### src/rtl/fifo_ctrl.sv
// Push/pop sequencing controller for the dual-port ram_vector FIFO: pointers, occupancy FSM, flags.
// Optional sticky overflow/underflow flags are built when FIFO_CTRL_ERR_EN is defined.
module fifo_ctrl #(
  // Default mirrors fifo_pkg::VECTOR_SIZE; kept local so this file stands alone.
  parameter int DEPTH = 8,
  parameter int AW    = $clog2(DEPTH)
) (
  input  logic          clk,
  input  logic          rst,
  input  logic          push,
  input  logic          pop,
`ifdef FIFO_CTRL_ERR_EN
  input  logic          clr_err,
  output logic          overflow,
  output logic          underflow,
`endif
  output logic          wr_en,
  output logic          rd_en,
  output logic [AW-1:0] count_push,
  output logic [AW-1:0] count_pop,
  output logic          full,
  output logic          empty,
  output logic [AW:0]   usedw,
  output logic          pop_valid
);

  typedef enum logic [1:0] {S_EMPTY, S_PARTIAL, S_FULL} state_t;

  state_t        state_reg, state_next;
  logic [AW-1:0] wr_ptr_reg, wr_ptr_next;
  logic [AW-1:0] rd_ptr_reg, rd_ptr_next;
  logic [AW:0]   usedw_reg, usedw_next;
  logic          pop_valid_reg;
  logic          push_ok, pop_ok;

  assign full       = (state_reg == S_FULL);
  assign empty      = (state_reg == S_EMPTY);
  assign wr_en      = push_ok;
  assign rd_en      = pop_ok;
  assign count_push = wr_ptr_reg;
  assign count_pop  = rd_ptr_reg;
  assign usedw      = usedw_reg;
  assign pop_valid  = pop_valid_reg;

  always_comb begin
    // Requests are masked during reset so no RAM enable escapes.
    push_ok     = push & ~rst & (~full | pop);
    pop_ok      = pop & ~rst & ~empty;
    wr_ptr_next = wr_ptr_reg;
    rd_ptr_next = rd_ptr_reg;
    usedw_next  = usedw_reg;
    state_next  = state_reg;

    if (push_ok) wr_ptr_next = wr_ptr_reg + AW'(1);
    if (pop_ok)  rd_ptr_next = rd_ptr_reg + AW'(1);

    case ({push_ok, pop_ok})
      2'b10:   usedw_next = usedw_reg + (AW+1)'(1);
      2'b01:   usedw_next = usedw_reg - (AW+1)'(1);
      default: usedw_next = usedw_reg;
    endcase

    case (state_reg)
      S_EMPTY: begin
        if (push_ok) state_next = S_PARTIAL;
      end
      S_PARTIAL: begin
        if (push_ok && !pop_ok && usedw_reg == (AW+1)'(DEPTH-1))
          state_next = S_FULL;
        else if (pop_ok && !push_ok && usedw_reg == (AW+1)'(1))
          state_next = S_EMPTY;
      end
      S_FULL: begin
        if (pop_ok && !push_ok) state_next = S_PARTIAL;
      end
      default: state_next = S_EMPTY;
    endcase
  end

  always_ff @(posedge clk or posedge rst) begin
    if (rst) begin
      state_reg     <= S_EMPTY;
      wr_ptr_reg    <= '0;
      rd_ptr_reg    <= '0;
      usedw_reg     <= '0;
      pop_valid_reg <= 1'b0;
    end else begin
      state_reg     <= state_next;
      wr_ptr_reg    <= wr_ptr_next;
      rd_ptr_reg    <= rd_ptr_next;
      usedw_reg     <= usedw_next;
      pop_valid_reg <= pop_ok;
    end
  end

`ifdef FIFO_CTRL_ERR_EN
  logic overflow_reg, underflow_reg;

  assign overflow  = overflow_reg;
  assign underflow = underflow_reg;

  // A new error in the same cycle as clr_err must not be lost, so set wins.
  always_ff @(posedge clk or posedge rst) begin
    if (rst) begin
      overflow_reg  <= 1'b0;
      underflow_reg <= 1'b0;
    end else begin
      if (push && full && !pop) overflow_reg <= 1'b1;
      else if (clr_err)         overflow_reg <= 1'b0;
      if (pop && empty)         underflow_reg <= 1'b1;
      else if (clr_err)         underflow_reg <= 1'b0;
    end
  end
`endif

endmodule

### config.mk
export PLATFORM = sky130hd
export DESIGN_NAME = fifo_ctrl
export DESIGN_NICKNAME = d
export VERILOG_FILES = /design/src/rtl/fifo_ctrl.sv
export SDC_FILE = /design/constraint.sdc
export NUM_CORES = 1
export LEC_CHECK = 0
export ABC_CLOCK_PERIOD_IN_PS = 1900
export CAP_MARGIN = 20
export CORE_MARGIN = 2
export CORE_UTILIZATION = 50
export CTS_CLUSTER_SIZE = 8
export DETAILED_ROUTE_END_ITERATION = 10
export DONT_BUFFER_PORTS = 1
export GPL_ROUTABILITY_DRIVEN = 0
export PLACE_DENSITY_LB_ADDON = 0.05
export SYNTH_ARGS = -nofsm -noshare
export SYNTH_HDL_FRONTEND = slang
export SYNTH_SLANG_ARGS = --single-unit
### constraint.sdc
create_clock -name clk -period 1.9 [get_ports clk]
set_input_delay 0.57 -clock clk [delete_from_list [all_inputs] [get_ports clk]]
set_output_delay 0.57 -clock clk [all_outputs]
set_load 0.01 [all_outputs]
* After elaboration in Yosys (flattened, before gate mapping)
Cells that the tools add are included.
Widths: inputs -> output; s select.
** Storage, ports and cells
- Input port bits :: 4
- Memories :: 0
- Logic and storage cells :: 41
- Output and inout port bits :: 15
- Flip-flop bits (word level) :: 13
- RAM bits :: 0
- Latch bits :: 0
- Bits in read-only memories :: 0
** Cells by class
- Multipliers :: 0
- Reductions and logical operators :: 9
- Divide/modulo/power cells :: 0
- $lt $le $gt $ge :: 0
- Bitwise gates (word level) :: 8
- Equal/unequal tests :: 9
- Mux-type cells :: 6
- Add/subtract/negate cells :: 4
- Shifts and indexed selects :: 0
** Operator list (number)
- $mux 2 :: 4
- $pmux 4 s2 :: 1
- $add 3x1->3 const B :: 2
- $pmux 2 s3 :: 1
- $add 4x1->4 const B :: 1
- $and 1x1->1 :: 4
- $eq 2x1->1 const B :: 2
- $eq 2x2->1 const B :: 2
- $eq 4x1->1 const B :: 1
- $eq 4x3->1 const B :: 1
- $logic_and 1x1->1 :: 4
- $sub 4x1->4 const B :: 1
- $ne 3x3->1 const B :: 1
- $not 1->1 :: 3
- $reduce_and 3->1 :: 1
- $logic_not 1->1 :: 2
- $logic_not 2->1 :: 1
- $ne 2x1->1 const B :: 1
- $ne 2x2->1 const B :: 1
- $reduce_bool 2->1 :: 1
- $or 1x1->1 :: 1

* Logic depth before layout (Yosys ltp)
- Depth after elaboration :: 10
- Depth in mapped cells :: 8
- Mapped depth without buffers :: 7

* Least setup slack after synthesis
OpenSTA, ideal clock, no wires.
- Path kind :: input to register
- Start :: in rst
- End :: reg usedw_reg[3] (netlist: usedw[3])
- Setup time :: 79 ps
- Arrival :: 2059 ps
- Cell stages on the path :: 6
- Slack :: -239 ps
- Path buffers :: 1
- Required time :: 1821 ps
- Path through :: nor3b_2 > ha_1 > buf_4 > or4b_1 > a21oi_2 > xor2_1
** On the way
- Word-level cells in the longest chain between the ends :: 5
- Elaborated cells on any way between the ends :: 9
- Those cells by class :: 2 x eq/ne; 1 x mux; 5 x bitwise; 1 x reduce/logical
** Ends and longest elaborated chain
- start, declared :: RTL line 9 : input logic rst,
- $not 1->1 * :: RTL line 47, 48
- $and 1x1->1, on equally long branches (2 in a row) :: RTL line 48, 47
- $eq 2x1->1 or $eq 2x2->1 (tied branches) :: RTL line 57 : case ({push_ok, pop_ok})
- $pmux 4 s2 or $reduce_bool 2->1 (tied branches)
- end signal, assigned :: RTL line 91 : usedw_reg <= usedw_next;
- end, declared :: RTL line 32 : logic [AW:0] usedw_reg, usedw_next;
Mark *: on every way between the ends. The rest lies on a longest branch, timed or not.
A chain may end at the register's enable or synchronous reset.

* Final worst setup path
- Start :: reg state_reg[1]
- End :: out rd_en
** On the way
- Word-level cells in the longest chain between the ends :: 3
** Ends and longest elaborated chain
- start, declared :: RTL line 29 : state_t state_reg, state_next;
- start signal, assigned :: RTL line 88 : state_reg <= state_next;
- $logic_not 2->1 :: RTL line 37 : assign empty = (state_reg == S_EMPTY);
- $not 1->1 :: RTL line 48 : pop_ok = pop & ~rst & ~empty;
- $and 1x1->1 :: RTL line 48
- end, declared :: RTL line 18 : output logic rd_en,
No other way between the ends.

==> results.toml <==
[sta]
drv_slew = 0
fin_skew_ps = 5.550
fmax_mhz = 548.4
tns_ps = 0
period_needed_ps = 1824
worst_pin_slew_ps = 489.5
timing.hold.ws_ps = 203.2
period_share_pct = 95.98
rsz0062_at_grt = "no"
setup_viol = 0
finalHoldViolCount = 0
relSlewSlack_pct = 67.33

[drt]
drc = 0
drtIter0Drc = 2
viasPerCell = 5.470
wirelength_mm = 1.232
wl_per_cell_um = 14.84
num_vias = 454
drt_pre_antenna_iters = 4
ant_nets = 0

[finish]
area_delta_synth_final_pct = 17.72
drive_gt1_share_pct = 29.41
largest_reg_flops = 4
final_nets = 80
n_fill_cell = 114
diodes = 0
postLayoutCoreUtil_pct = 62.60

[power_and_ir_drop]
p_comb_share_pct = 33.5
clkPwrFrac_pct = 14.3
ir_drop_v = 0.0007045
netSwitchingFraction_pct = 39.84
switching_power_uw = 462.3
p_per_area_mw_per_mm2 = 1424
power.internal_uw = 698.0
power_uw = 1160
p_leak_uw = 0.0003859
seqPwrFrac_pct = 52.2

[synth]
synth_edf_count = 0
synthXorXnorAreaFrac_pct = 10.13
synth_compound_area_share_pct = 5.967
avgSynthCellArea_sq_um = 11.93
synth_area_sq_um = 691.9
ys_seq_area_share_pct = 47.02
yosysMostFrequentCell = "dfrtp_1"
syn-num-nets = 69
ys_warn_count = 0
synthCells = 58
synth_top_family_by_area = "simple AND/OR/NAND/NOR gates"
synth_top_area_share_pct = 47.02
synthAdderAreaFrac_pct = 12.66
synth.cells.most_frequent = "dfrtp_1, ha_1, inv_1"
synth_mux_area_share_pct = 6.148
async_flop_share_pct = 100.0
ys_types = 22
synth_flop_cell = "dfrtp_1"
ys_seq_elements = 13
synth_top_area_cell = "dfrtp_1"
synthTopCellsByArea = "dfrtp_1, ha_1, xor2_1, xnor2_1, inv_1"
yosys.area_share.simple_pct = 13.74

[worst_setup_path]
critical_path.endpoint = "rd_en"
critPathArrivalTime_ps = 1250
critPathMaxFanout = 5
r2r-start = "state_reg[1]$_DFFE_PP0P_"
crit_type = "reg -> out"
required_ps = 1330
cp-end-kind = "primary output"
worst-path-buf-inv = 1
cp_slowest_stage_delay_ps = 410
crit_chain = "nor2_1 > nor3b_4 > buf_4"
cp.depth = 3
start_kind = "flip-flop"
reg2reg_to = "usedw[3]$_DFFE_PP0P_"
path_delay_family = "flip-flops"
crit_slowest_cell = "dfrtp_2"
rrSetupSlack_ps = 80
ff2ff_path_depth = 6
crit_start = "state_reg[1]$_DFFE_PP0P_"

[floorplan]
floorplan.initialDensity_pct = 53.17
fp.dieW_um = 41.20
die_h_um = 41.20
num_io_pins = 19
fp-row-count = 13
dieArea_sq_mm = 0.001697
core-area_sq_mm = 0.001301

[global_routing]
grt_max_degree = 14
grt_first_pass_wirelength_mm = 1.738
use_met3_pct = 4.348
gr-usage-met2_pct = 27.73
grt_use_total_pct = 15.32
antenna_found_initial = 0
gr-total-overflow = 0
grt_use_met1_pct = 18.00
grt_pass1_vias = 441
top_usage_layer = "met2"

[clock_tree]
clockBufferDepth = 2
cts_tree = "done"
cts.clk_slew.worst_paths_ps = 80
cts_max_level = 1
cts_made_buffers = 3
cts_sinks = 13
worstSkewPairLatency_ps = 270
ctsRootBufferMaster = "clkbuf_4"

[status]
status = "finished clean"

[place]
portBuffers = 0
hpwl_um = 987.5

[min_path]
worstHoldPathType = "in -> async"

[run]
cap_violations = 0
[how the worst min path moves through the flow]
stage | from | endpoint | slack, ps | cells after the start
floorplan | rst | count_pop[0]$_DFFE_PP0P_ | 450 | 1
global placement | state_reg[0]$_DFFE_PP0P_ | state_reg[0]$_DFFE_PP0P_ | 480 | 1
detailed placement | state_reg[0]$_DFFE_PP0P_ | state_reg[0]$_DFFE_PP0P_ | 490 | 1
CTS | rst | state_reg[1]$_DFFE_PP0P_ | 210 | 1
global route | rst | state_reg[0]$_DFFE_PP0P_ | 220 | 1
finish | rst | count_pop[0]$_DFFE_PP0P_ | 200 | 1
[area by class of cell]
class,instances,area [sq um],area share (%)
inverter,6,22.52,2.765
timing repair buffer,7,52.55,6.452
clock buffer,4,26.28,3.226
multi-input combinational,38,367.9,45.16
sequential,13,326.6,40.09
tap,15,18.77,2.304
[placed cells by master, fill, tap and decap left out]
cell      count
a21oi_2       1
buf_4         7
clkbuf_1      1
clkbuf_4      3
dfrtp_1      12
dfrtp_2       1
ha_1          6
ha_4          1
inv_1         5
inv_2         1
mux2_2        2
mux2i_1       2
nand2_1       2
nand2b_1      1
nand2b_4      1
nand4b_1      2
nor2_1        2
nor2b_1       1
nor3b_4       1
nor4bb_1      1
o211ai_1      1
o21a_2        1
o21ai_0       1
o22ai_1       2
or4b_4        1
or4bb_1       1
xnor2_1       3
xor2_1        5
[stage by stage]
stage / std cells / setup slack (ps) / cell area, sq um
2_1_floorplan: 58 / -120.9 / 709.4
3_3_place_gp: 79 / 46.65 / 769.5
3_5_place_dp: 79 / -17.88 / 769.5
4_1_cts: 83 / 22.36 / 795.8
5_1_grt: 83 / 2.157 / 814.5
6_report: 83 / 76.37 / 814.5
[what timing repair did]
item | 4_1_cts | 5_1_grt
gates resized for setup | 0 | 4
hold buffers | 0 | 0
setup endpoints to repair | 0 | 1
setup buffers | 0 | 0
[power groups by stage]
stage	clock network (uW)	registers [uW]	logic, uW
after global routing	189	635	427
final	166	605	388
after global placement	0	606	348
after floorplan	0	576	290
after detailed placement	0	614	380
after CTS	173	609	383
[routing by layer]
metal	share of wire, %	wire, um
met1	43	526
met2	53	656
met3	3.9	48
met4	0	0
met5	0	0
[cell families (layout without fill, tap and decap cells)]
logic type                 count (synthesis)  in the layout
adders and majority gates                  7              7
DFF                                       13             13
AOI/OAI and AO/OA                          6              6
xor gates and xnor gates                   8              8
and+or+nand+nor                           13             13
muxes                                      4              4
buffers and inverters                      7             17
Power figures use the tool's default switching activity.
